`config.mk`:
```
export PLATFORM = sky130hd
export DESIGN_NAME = imem_fetch_arbiter
export DESIGN_NICKNAME = d
export VERILOG_FILES = /design/src/rtl/imem_fetch_arbiter.sv
export SDC_FILE = /design/constraint.sdc
export NUM_CORES = 1
export LEC_CHECK = 0
export CORE_UTILIZATION = 45
export CTS_BUF_LIST = sky130_fd_sc_hd__clkbuf_8
export DETAILED_ROUTE_END_ITERATION = 7
export GPL_TIMING_DRIVEN = 0
export PLACE_DENSITY = 0.88
export SETUP_SLACK_MARGIN = 0.02
export SLEW_MARGIN = 30
export SYNTH_ARGS = -nofsm -noshare
export SYNTH_HDL_FRONTEND = slang
export SYNTH_SLANG_ARGS = --single-unit
```
`constraint.sdc`:
```
create_clock -name clk -period 4.6 [get_ports clk]
set_clock_uncertainty 0.05 [all_clocks]
set_input_delay 0.46 -clock clk [delete_from_list [all_inputs] [get_ports clk]]
set_output_delay 0.46 -clock clk [all_outputs]
set_load 0.05 [all_outputs]
```
`src/rtl/imem_fetch_arbiter.sv`:
```
// Instruction-memory arbiter: shares one word-addressed, waitrequest-style
// memory port between the pipeline fetch stage and the loader/debug port.
// It allows one outstanding transaction. A fetch can be cancelled by a
// branch flush. A watchdog abandons a transaction when the memory stalls for
// too long: a fetch then receives a NOP, and a loader access receives zero.
module imem_fetch_arbiter #(
  parameter int ADDR_W   = 10,
  parameter int TIMEOUT  = 64,
  parameter int FIX_PRIO = 0
) (
  input  logic              clk,
  input  logic              rst,
  input  logic              f_req,
  input  logic [31:0]       f_addr,
  input  logic              f_flush,
  output logic              f_valid,
  output logic [31:0]       f_rdata,
  input  logic              l_req,
  input  logic              l_we,
  input  logic [31:0]       l_addr,
  input  logic [31:0]       l_wdata,
  output logic              l_ack,
  output logic [31:0]       l_rdata,
  output logic [ADDR_W-1:0] m_addr,
  output logic              m_read,
  output logic              m_write,
  output logic [31:0]       m_wdata,
  input  logic [31:0]       m_rdata,
  input  logic              m_waitrequest,
  output logic              timeout_err
);

  typedef enum logic [1:0] {
    IDLE   = 2'd0,
    BUSY_F = 2'd1,
    BUSY_L = 2'd2
  } state_t;

  // The watchdog only ever holds values from 0 to TIMEOUT-1.
  localparam int          WD_W = (TIMEOUT > 2) ? $clog2(TIMEOUT) : 1;
  localparam logic [31:0] NOP  = 32'h0000_0013;

  state_t          state;
  logic            last_grant_l;  // 1: the loader won the most recent grant
  logic            cancel;
  logic [WD_W-1:0] watchdog;

  logic            f_live;
  logic            grant_f;
  logic            grant_l;
  logic            done;
  logic            expired;
  logic            drop_fetch;
  logic            unused_addr_bits;

  // Byte addresses index words. The upper bits alias, so the address space wraps.
  assign unused_addr_bits = ^{f_addr[31:ADDR_W+2], f_addr[1:0],
                              l_addr[31:ADDR_W+2], l_addr[1:0]};

  // A redirect in IDLE hides the stale fetch request for that cycle.
  assign f_live     = f_req & ~f_flush;
  assign done       = (m_read | m_write) & ~m_waitrequest;
  assign expired    = (m_read | m_write) & m_waitrequest &
                      (watchdog == WD_W'(TIMEOUT - 1));
  // A flush in the completing cycle also kills the result.
  assign drop_fetch = cancel | f_flush;

  // Arbitration between fetch and loader: fixed loader priority, or round-robin on last_grant.
  // NOTE: every output of a combinational block gets a default first, so no latch can be inferred.
  always_comb begin
    grant_f = 1'b0;
    grant_l = 1'b0;
    if (f_live && l_req) begin
      if (FIX_PRIO != 0)     grant_l = 1'b1;
      else if (last_grant_l) grant_f = 1'b1;
      else                   grant_l = 1'b1;
    end else if (f_live) begin
      grant_f = 1'b1;
    end else if (l_req) begin
      grant_l = 1'b1;
    end
  end

  // Transaction sequencer: grant, hold the strobe through stalls, then complete or abandon.
  // NOTE: sequential state uses non-blocking assignments only, so every register samples pre-edge values.
  always_ff @(posedge clk or negedge rst) begin
    if (!rst) begin
      state        <= IDLE;
      last_grant_l <= 1'b1;
      cancel       <= 1'b0;
      watchdog     <= '0;
      timeout_err  <= 1'b0;
      f_valid      <= 1'b0;
      f_rdata      <= '0;
      l_ack        <= 1'b0;
      l_rdata      <= '0;
      m_addr       <= '0;
      m_read       <= 1'b0;
      m_write      <= 1'b0;
      m_wdata      <= '0;
    end else begin
      f_valid <= 1'b0;
      l_ack   <= 1'b0;
      case (state)
        IDLE: begin
          if (grant_f) begin
            state        <= BUSY_F;
            m_addr       <= f_addr[ADDR_W+1:2];
            m_read       <= 1'b1;
            last_grant_l <= 1'b0;
            watchdog     <= '0;
            cancel       <= 1'b0;
          end else if (grant_l) begin
            state        <= BUSY_L;
            m_addr       <= l_addr[ADDR_W+1:2];
            m_read       <= ~l_we;
            m_write      <= l_we;
            m_wdata      <= l_wdata;
            last_grant_l <= 1'b1;
            watchdog     <= '0;
            cancel       <= 1'b0;
          end
        end

        BUSY_F: begin
          if (done) begin
            state  <= IDLE;
            m_read <= 1'b0;
            if (!drop_fetch) begin
              f_valid <= 1'b1;
              f_rdata <= m_rdata;
            end
          end else if (expired) begin
            state       <= IDLE;
            m_read      <= 1'b0;
            timeout_err <= 1'b1;
            if (!drop_fetch) begin
              f_valid <= 1'b1;
              f_rdata <= NOP;
            end
          end else begin
            watchdog <= watchdog + WD_W'(1);
            if (f_flush) cancel <= 1'b1;
          end
        end

        BUSY_L: begin
          if (done) begin
            state   <= IDLE;
            m_read  <= 1'b0;
            m_write <= 1'b0;
            l_ack   <= 1'b1;
            if (!m_write) l_rdata <= m_rdata;
          end else if (expired) begin
            state       <= IDLE;
            m_read      <= 1'b0;
            m_write     <= 1'b0;
            timeout_err <= 1'b1;
            l_ack       <= 1'b1;
            l_rdata     <= '0;
          end else begin
            watchdog <= watchdog + WD_W'(1);
          end
        end

        default: state <= IDLE;
      endcase
    end
  end

endmodule

```
## After elaboration in Yosys (flattened, before gate mapping)

Index checks and enable logic that the tools add are counted.

| storage, ports and cells | value |
|---|---|
| bits in registers | 121 |
| bits of input ports | 135 |
| output and inout bits | 111 |
| word-level logic and storage cells | 107 |

| operators by class | value |
|---|---|
| $add $sub $neg | 1 |
| equal/unequal tests | 14 |
| muxes and demuxes | 49 |
| bitwise operators | 12 |
| reduce and logical (&&, ||, !) cells | 18 |

Operators with widths:

| operator | count |
|---|---|
| 32-bit two-way mux | 7 |
| 1-bit two-way mux | 27 |
| 6-bit two-way mux | 4 |
| 10-bit two-way mux | 2 |
| 2-bit inequality test, second input constant | 8 |
| 3-bit AND reduction | 5 |
| 6-bit case mux with 2 select lines | 1 |
| 2-bit nonzero test | 5 |
| 2-bit two-way mux | 4 |
| 4-bit AND reduction | 2 |
| 6-bit by 1-bit adder with 6-bit output, second input constant | 1 |
| 6-bit == test, second input constant | 1 |
| 3-bit inequality test, second input constant | 2 |
| 1-bit inverter | 6 |
| 1-bit case mux with 2 select lines | 3 |
| 5-bit AND reduction | 1 |
| 1-bit AND | 4 |
| 2-bit case mux with 2 select lines | 1 |
| 2-bit AND reduction | 2 |
| 3-bit by 1-bit inequality test with 1-bit output, second input constant | 1 |
| 2-bit by 1-bit == test with 1-bit output, second input constant | 1 |
| 2-bit == test, second input constant | 1 |
| 2-bit logical NOT | 1 |
| 1-bit OR | 2 |
| 2 further kinds | 2 |

## Longest topological paths before layout

Gate-level depths: netlist of the first run.

| depth | value |
|---|---|
| depth in word-level cells | 7 |
| mapped depth | 7 |
| gate-level depth less buffers | 6 |

## Least setup slack after synthesis of the first run

Ideal clock, no wire load.

| path | value |
|---|---|
| path type | reg2reg |
| start | reg m_write |
| end | reg state[0] |
| library setup time | 0.128 ns |
| data arrival time | 1.795 ns |
| data required time | 4.422 ns |
| path slack | 2.627 ns |
| stages on the path, launching flop included | 7 |
| path buffers | 2 |
| clock period less this slack | 1.973 ns |
| path through | dfrtp_1 o21ba_1 buf_4 a41o_1 buf_6 o21ai_2 mux2_1 |

| between the ends | value |
|---|---|
| cells in the longest elaborated chain, start to end | 5 |
| elaborated cells between the ends (all ways) | 8 |
| those cells by class | 1 x eq/ne; 2 x mux; 4 x bitwise; 1 x reduce/logical |

RTL lines:

| item | line | RTL |
|---|---|---|
| from (decl) | 26 | `output logic m_write,` |
| from (signal assigned) | 117 | `m_write <= l_we;` |
| 1-bit OR (*) | 62, 63 |  |
| 1-bit AND (2 in series) | 63 | `assign expired = (m_read \| m_write) & m_waitrequest &` |
| 3-bit by 1-bit inequality test with 1-bit output (no line) | -- |  |
| 2-bit AND reduction (no line) | -- |  |
| to (signal assigned) | 88 | `state <= IDLE;` |
| to (signal assigned) | 107 | `state <= BUSY_F;` |
| to (signal assigned) | 114 | `state <= BUSY_L;` |
| to (decl) | 43 | `state_t state;` |

Every way passes the cells marked *; elsewhere a longest branch is shown, timed or not.
A chain may end at the register's enable or synchronous reset.

## Worst setup path after layout of the first run

| path | value |
|---|---|
| start | reg m_write |
| end | out m_write |

No word-level cell between the ends.

==> out/qor.txt, run 1 <==
Clock Power Share = 0.175
Worst path cell trace = clkdlybuf4s50_1
WL/cell = 18.6 um
Pwr Density = 754 mW/mm^2
Final min period = 2.29 ns
Port buffer count = 201
Largest net degree at the start of global routing = 79
Post-synth EDFFs = 0
GR Overflow Total = 0
Hold Fails Final Rpt = 0
Vias in the first global route = 4351
Crit Path Class = reg -> out
#FFs+latches synth = 121
VDD IR max = 501 uV
Global-route wire length before repair = 22300 um
Final core utilization = 0.710
Fin area = 0.00776 mm^2
CP startpoint = m_write
Area share of the largest cell type after synthesis = 0.589
Max capacitance violation total = 0
Unique masters post-synth = 46
Critical Path AT = 1.78 ns
R2r setup slk = 2.39 ns
CTS tree = built
Placed cell area = 0.00732 mm^2
GPL Wtd Cong = 0.813
Antenna cells = 0
Nets = 752
CTS root buffer = clkbuf_8
CP Data Required Time = 4.09 ns
RSZ-0062 raised after global routing = no
Hold_buf cts = 1
DP HPWL = 10400 um
Flop pwr share = 0.291
I/O pins = 246
Final Max Slew Viols = 0
DR vias/cell = 5.52
Avg Cell Area, Syn = 13.1 um^2
Slew margin rel. = 0.632
TritonCTS Buffers = 17
Syn nets = 530
Drt first pass iters = 4
Area contributors post-synth = dfrtp_1 59%, a21bo_1 5.7%, a22o_1 5.7%
Iter 0 DRT Violations = 272
Critical Path End = m_write
Post-Syn Area = 0.00510 mm^2
HP Class = reg -> reg
Die Ht = 108 um
Buf/Inv on CP = 1
Post-synth top cells = 120 x dfrtp_1, 33 x a22o_1, 32 x nand4_1, 29 x a21bo_1, 22 x mux2_2
Critical R2R Capture = l_rdata[15]
CP Capture Type = output pin
Area growth from synthesis to layout = 52.1%
Final setup fails = 0
Worst-path clk slew = 0.08 ns
Number of H-tree levels = 4
Antenna-violating nets left = 0
Chip width = 108 um
HP Start = m_addr[4]
Sw frac = 0.454
Post-CTS Setup Inserts = 0
Comb pwr share = 0.534
Pleak = 3.64 nW
Initial antenna violation count = 0
Most common cell in the netlist = dfrtp_1
Reg2Reg Depth = 6
Ys async rst share = 1.00
Crit path max-delay family = buffers and inverters
Vias = 4217
Internal power = 3.20 mW
Layout cells sized above 1 = 0.115
CP Max Fanout = 8
Worst path depth = 1
Max stage delay on crit path = 0.87 ns
Initial Utilization = 0.467
NetSw = 2.66 mW
Row count = 38
Final period util = 0.498
Mapped Cells = 390
Overall routing resource usage = 0.252
Final WL = 14200 um
Actual slew at the worst max-slew pin = 0.550 ns
Sequential fraction of the synthesis area = 0.594
Resized cells post-CTS = 0
Die ar. = 0.0118 mm^2
Critical R2R Launch = state[0]
Critical path startpoint category = register
Most used DFF post-synth = dfrtp_1
DR DRC count = 0
Critical path's slowest cell = clkdlybuf4s50_1
Total clock sinks = 121
FMAX = 0.437 GHz
Status = finished clean
CTS max path bufs = 2
Worst-Skew Late Latency = 0.43 ns
Post-synth top area cell = dfrtp_1
YS warnings = 0
CORE AREA = 0.0109 mm^2
cell families after synthesis:
family,after synthesis,share of synthesized area
flip-flops,121,0.594
buffers and inverters,35,0.0356
AND/OR/NAND/NOR,82,0.0910
multiplexers,49,0.105
AO/OA/AOI/OAI,98,0.163
adder cells (fa/ha/maj),5,0.0123
routing by layer:
| metal | up-vias | global-route usage | routed length (um) |
|---|---|---|---|
| li1 | 1889 | - | - |
| met1 | 2125 | 0.308 | 5680 |
| met2 | 168 | 0.419 | 7260 |
| met3 | 35 | 0.0567 | 814 |
| met4 | 0 | 0.126 | 433 |
| met5 | - | 0 | 0 |
cell usage in the layout (no fill, tap or decap), types with 9 or more instances in the layout:
cell type / count
a21bo_1: 29
mux2_2: 22
inv_1: 9
dfrtp_1: 120
mux2_1: 14
nand4_1: 32
nand2_1: 19
clkbuf_1: 15
clkbuf_8: 20
mux2i_1: 13
o21ai_0: 16
a22o_1: 33
buf_4: 11
clkdlybuf4s50_1: 200
how the worst min path moves through the flow:
stage / to / slack, ns / cells past startpoint
after floorplan: cancel / 0.11 / 0
after global placement: timeout_err / 0.41 / 1
after detailed placement: l_rdata[19] / 0.32 / 1
after CTS: f_rdata[8] / 0.43 / 2
after global routing: f_rdata[15] / 0.45 / 1
final: m_addr[4] / 0.43 / 2
registers in the layout, indices dropped and copies added (netlist names):
name          flops
m_write           1
last_grant_l      1
m_addr           10
f_valid           1
f_rdata          32
m_wdata          32
m_read            1
l_ack             1
cancel            1
timeout_err       1
watchdog          6
l_rdata          32
state             2
power groups by stage:
| stage | sequential [mW] | combinational (mW) | clock, mW |
|---|---|---|---|
| floorplan | 2.95 | 0.777 | 0 |
| global placement | 1.69 | 3.06 | 0 |
| detailed placement | 1.71 | 3.13 | 0 |
| CTS | 1.70 | 3.14 | 1.05 |
| global route | 1.75 | 3.28 | 1.09 |
| finish | 1.70 | 3.13 | 1.03 |
stage by stage:
stage / power [mW] / hold WS, ns / worst slack, ns / std cells / setup TNS [ns]
after global routing: 6.12 / 0.453 / 2.20 / 764 / 0
after CTS: 5.89 / 0.426 / 2.27 / 764 / 0
after detailed placement: 4.84 / 0.315 / 2.10 / 732 / 0
final: 5.86 / 0.431 / 2.31 / 764 / 0
after floorplan: 3.73 / 0.114 / 2.63 / 390 / 0
after global placement: 4.75 / 0.407 / -1.48 / 731 / -177.20
layout make-up:
class	count	area, um^2
multi-input combinational	234	1890
tap	140	175
clock inverter	11	154
fill	767	3170
timing repair buffer	203	2050
buffer	29	159
inverter	6	22.5
sequential	121	3030
clock buffer	20	275
(Power assumes the default switching activity.)
==> inputs of run 2 (changes only) <==
--- a/config.mk
+++ b/config.mk
@@ -5,11 +5,11 @@
 export SDC_FILE = /design/constraint.sdc
 export NUM_CORES = 1
 export LEC_CHECK = 0
-export CORE_UTILIZATION = 45
+export CORE_UTILIZATION = 38
 export CTS_BUF_LIST = sky130_fd_sc_hd__clkbuf_8
 export DETAILED_ROUTE_END_ITERATION = 7
 export GPL_TIMING_DRIVEN = 0
-export PLACE_DENSITY = 0.88
+export PLACE_DENSITY = 0.79
 export SETUP_SLACK_MARGIN = 0.02
 export SLEW_MARGIN = 30
 export SYNTH_ARGS = -nofsm -noshare
==> constraint.sdc (replaced) <==
create_clock -name clk -period 2.1 [get_ports clk]
set_clock_uncertainty 0.05 [all_clocks]
set_input_delay 0.21 -clock clk [delete_from_list [all_inputs] [get_ports clk]]
set_output_delay 0.21 -clock clk [all_outputs]
set_load 0.05 [all_outputs]
==> run 2 against run 1 <==
  * Sequential share of layout area is 0.47 points lower
  * First-iteration DRC count is 1.1% lower
  * Count of clock-buffer cells in the layout down 2
  * Clock power increased by 120%
  * Critical endpoint is now m_wdata[25]
  * Largest cell class unchanged
  * Highest routed layer unchanged
==> out/qor.txt, run 2 (same netlist as run 1, synthesis figures left out) <==
Status = finished clean
Actual slew at the worst max-slew pin = 0.559 ns
Antenna cells = 0
Final Max Slew Viols = 0
GR Overflow Total = 0
Drt first pass iters = 4
Antenna-violating nets left = 0
Global-route wire length before repair = 23000 um
Number of H-tree levels = 4
Pwr Density = 1640 mW/mm^2
Hold Fails Final Rpt = 0
HP Class = in -> async
Worst-Skew Late Latency = 0.42 ns
Die Ht = 118 um
Most used cell along the critical path = inv_1
Crit Path Class = reg -> reg
DR DRC count = 0
DP HPWL = 10500 um
Iter 0 DRT Violations = 269
FMAX = 0.497 GHz
CP Data Required Time = 2.35 ns
CTS max path bufs = 2
Layout cells sized above 1 = 0.134
Initial Utilization = 0.396
Overall routing resource usage = 0.212
Pleak = 3.68 nW
Die ar. = 0.0139 mm^2
GPL Wtd Cong = 0.792
CORE AREA = 0.0129 mm^2
Port buffer count = 201
Worst-path clk slew = 0.08 ns
Commonest cells after routing, fill and taps aside = 199 x clkdlybuf4s50_1, 120 x dfrtp_1, 33 x a22o_1
Final setup fails = 0
Final core utilization = 0.610
Final WL = 14300 um
Max capacitance violation total = 0
Commonest non-fill, non-tap cell in the layout = clkdlybuf4s50_1
Critical path's slowest cell = dfrtp_1
Vias in the first global route = 4380
Nets = 756
RSZ-0062 raised after global routing = no
Slew margin rel. = 0.626
Critical path startpoint category = register
Row count = 41
VDD IR max = 528 uV
Final min period = 2.01 ns
DR vias/cell = 5.18
Worst path cell trace = inv_1, ha_2, inv_1, a211oi_4, buf_6, buf_2, mux2_1
Max stage delay on crit path = 0.42 ns
TritonCTS Buffers = 17
R2r setup slk = 0.09 ns
CTS root buffer = clkbuf_8
CP Capture Type = register
Critical Path AT = 2.27 ns
Largest regs = f_rdata: 32 flops, l_rdata: 32 flops, m_wdata: 32 flops
WL/cell = 17.8 um
I/O pins = 246
Total clock sinks = 121
Area growth from synthesis to layout = 53.9%
CTS tree = built
Vias = 4141
Hold WS = 0.256 ns
CP Max Fanout = 5
TNS Setup = 0 ns
Final period util = 0.957
Chip width = 118 um
Total power = 12.9 mW
Largest net degree at the start of global routing = 63
Initial antenna violation count = 0
[run 2: path summary, 6_finish.rpt]
check                             from  cells past startpoint      endpoint
max in group asynchronous          rst                      3  last_grant_l
hold reg to reg            f_rdata[16]                      1   f_rdata[16]
setup reg to reg              state[1]                      7   m_wdata[25]
setup / recovery              state[1]                      7   m_wdata[25]
hold / removal                     rst                      2    m_wdata[5]
min in group clk           l_wdata[23]                      2   m_wdata[23]
[run 2: repair_timing]
item,4_1_cts,5_1_grt
pin swaps,1,1
buffers inserted,2,1
endpoints found under the setup margin,58,60
resized for setup,3,13
hold buffers,1,0
cloned,0,1
hold endpoints to repair,59,0
[run 2: power breakdown]
part	internal, mW	switching (mW)
registers	3.20	0.546
logic	2.49	4.41
clock network	1.31	0.922
[run 2: layer usage]
metal / vias to the layer above / global-route usage / routed length [um]
met4: 0 / 0.0897 / 344
met2: 149 / 0.359 / 7250
met3: 24 / 0.0567 / 744
li1: 1897 / - / -
met1: 2071 / 0.253 / 5910
met5: - / 0 / 0
[run 2: cell type report]
| cell class | instances | area, um^2 |
|---|---|---|
| fillers | 1037 | 5020 |
| flip-flops and latches | 121 | 3030 |
| repair buffers | 207 | 2090 |
| multi-input cells | 234 | 1890 |
| clock buffers | 18 | 248 |
| well taps | 172 | 215 |
| clock inverters | 13 | 179 |
| plain buffers | 29 | 179 |
| inverters | 6 | 22.5 |
[run 2: stage by stage]
step / std cells / setup WS [ns] / instance area (um^2)
2_1_floorplan: 390 / 0.127 / 5100
3_3_place_gp: 763 / -3.72 / 7330
3_5_place_dp: 764 / -0.122 / 7360
4_1_cts: 798 / 0.0134 / 7820
5_1_grt: 800 / 0.00566 / 7860
6_report: 800 / 0.0893 / 7860
[run 2: worst max-delay path: cells and delay by family (launching register included)]
kind            cells  cell delay (ns)
fa+ha+maj           1             0.22
compound gates      1             0.28
buf+inv             4             0.58
mux                 1             0.34
flops               1             0.42
==> inputs of run 3 (changes only) <==
--- a/config.mk
+++ b/config.mk
@@ -8,7 +8,6 @@
 export CORE_UTILIZATION = 38
 export CTS_BUF_LIST = sky130_fd_sc_hd__clkbuf_8
 export DETAILED_ROUTE_END_ITERATION = 7
-export GPL_TIMING_DRIVEN = 0
 export PLACE_DENSITY = 0.79
 export SETUP_SLACK_MARGIN = 0.02
 export SLEW_MARGIN = 30
==> run 3 against run 2 <==
  * Final cell count down 1.1%
  * Power is 1.3% lower
  * Register-to-register slack better by 0.10 ns
  * Routed wire length decreased by 3.6%
  * Sequential share of layout area up 0.080 points
  * Clock power down 8%
  * Via count decreased by 0.19%
  * Critical path depth decreased by 6
  * First-iteration DRC count shrank 17%
  * Worst setup slack better by 0.029 ns
  * Non-clock buffer count is 10 lower
  * Core utilization fell by 0.13 points
  * Critical endpoint is now m_read
  * Largest cell class unchanged
  * Highest routed layer unchanged
==> out/qor.txt, run 3 (same netlist as run 1, synthesis figures left out) <==
Iter 0 DRT Violations = 223
Placed cell area = 0.00739 mm^2
Final WL = 13700 um
GRT busiest layer = met2
Total clock sinks = 121
WL/cell = 17.4 um
CORE AREA = 0.0129 mm^2
CP startpoint = m_read
Slew margin rel. = 0.630
Final setup fails = 0
Layout cells sized above 1 = 0.142
Status = finished clean
Final min period = 1.98 ns
Pre-CTS setup slack = 0.0786 ns
Largest net degree at the start of global routing = 55
Buf/Inv on CP = 1
Worst-Skew Late Latency = 0.42 ns
Row count = 41
Fillers = 1025
GR Layer Usage met3 = 0.0455
CTS max path bufs = 2
HP Class = in -> async
Number of H-tree levels = 4
Crit path max-delay family = buffers and inverters
Clock Power Share = 0.161
Max stage delay on crit path = 0.86 ns
DR vias/cell = 5.23
FMAX = 0.505 GHz
Internal power = 6.82 mW
Finished Layout Cells = 791
GPL Wtd Cong = 0.827
DR DRC count = 0
Critical path's slowest cell = clkdlybuf4s50_1
Fin area = 0.00784 mm^2
Global-route wire length before repair = 22500 um
I/O pins = 246
Chip width = 118 um
Pwr Density = 1620 mW/mm^2
Antenna-violating nets left = 0
Worst path cell trace = clkdlybuf4s50_1
TNS Setup = 0 ns
GR Layer Usage met2 = 0.353
Critical path startpoint category = register
Commonest non-fill, non-tap cell in the layout = clkdlybuf4s50_1
Initial Utilization = 0.396
Final period util = 0.944
CTS tree = built
Nets = 746
NetSw = 5.88 mW
Vias = 4133
Port buffer count = 201
Max capacitance violation total = 0
Met1 Track Usage GR = 0.249
RSZ-0062 raised after global routing = no
Area growth from synthesis to layout = 53.6%
Flop pwr share = 0.293
Vias in the first global route = 4331
Antenna cells = 0
Placed insts = 755
CTS root buffer = clkbuf_8
Drt first pass iters = 4
Final WS setup = 0.118 ns
Initial antenna violation count = 0
GR Overflow Total = 0
Overall routing resource usage = 0.205
TritonCTS Buffers = 17
CP Data Required Time = 1.84 ns
Critical Path AT = 1.72 ns
Crit Path Class = reg -> out
CP Max Fanout = 6
DP HPWL = 9740 um
Actual slew at the worst max-slew pin = 0.553 ns
Hold Fails Final Rpt = 0
Die ar. = 0.0139 mm^2
Comb pwr share = 0.546
Worst-path clk slew = 0.07 ns
Pleak = 3.66 nW
CP Capture Type = output pin
Die Ht = 118 um
Largest regs = f_rdata: 32 flops, l_rdata: 32 flops, m_wdata: 32 flops
VDD IR max = 546 uV
Commonest cells after routing, fill and taps aside = 199 x clkdlybuf4s50_1, 120 x dfrtp_1, 33 x a22o_1
Final Max Slew Viols = 0
Sw frac = 0.463
Critical R2R Launch = state[1]
## run 3: worst paths after layout
check	to	slack [ns]	cells past startpoint
setup / recovery	m_read	0.12	1
hold / removal	m_addr[7]	0.24	2
setup reg to reg	m_wdata[14]	0.19	7
hold reg to reg	f_rdata[14]	0.43	1
max in group asynchronous	m_wdata[1]	1.13	3
min in group clk	m_wdata[24]	0.34	2
## run 3: what timing repair did
action | in CTS | in global routing
pin swaps | 0 | 1
resized for setup | 1 | 0
endpoints found under the setup margin | 1 | 33
hold buffers | 1 | 0
gates cloned | 0 | 1
setup buffers | 0 | 2
hold endpoints to repair | 29 | 0
## run 3: final cells by class
| cell class | instances | area [um^2] | area share |
|---|---|---|---|
| Clock buffer | 18 | 248 | 0.0316 |
| Clock inverter | 14 | 149 | 0.0190 |
| Inverter | 6 | 22.5 | 0.00287 |
| Multi-Input combinational cell | 234 | 1910 | 0.244 |
| Sequential cell | 121 | 3030 | 0.386 |
| Tap cell | 172 | 215 | 0.0275 |
| Timing Repair Buffer | 226 | 2270 | 0.289 |
## run 3: routing by layer
metal,routed length [um],part of all wire,vias to the layer above
met1,5690,0.41,2080
met2,7170,0.52,160
met3,651,0.047,19
li1,-,-,1874
met4,222,0.016,0
met5,0,0,-
## run 3: power by group through the flow
stage	Combinational (mW)	Sequential, mW	Clock (mW)
finish	6.94	3.72	2.05
global route	7.25	3.82	2.22
CTS	6.92	3.72	2.11
detailed placement	6.92	3.75	0
global placement	6.79	3.70	0
floorplan	1.70	6.47	0
## run 3: per-stage QoR
step / power (mW) / hold WS [ns] / utilization
after global placement: 10.5 / 0.132 / 0.574
after detailed placement: 10.7 / 0.136 / 0.574
after global routing: 13.3 / 0.265 / 0.609
final: 12.7 / 0.238 / 0.609
after floorplan: 8.17 / -0.136 / -
after CTS: 12.8 / 0.220 / 0.606
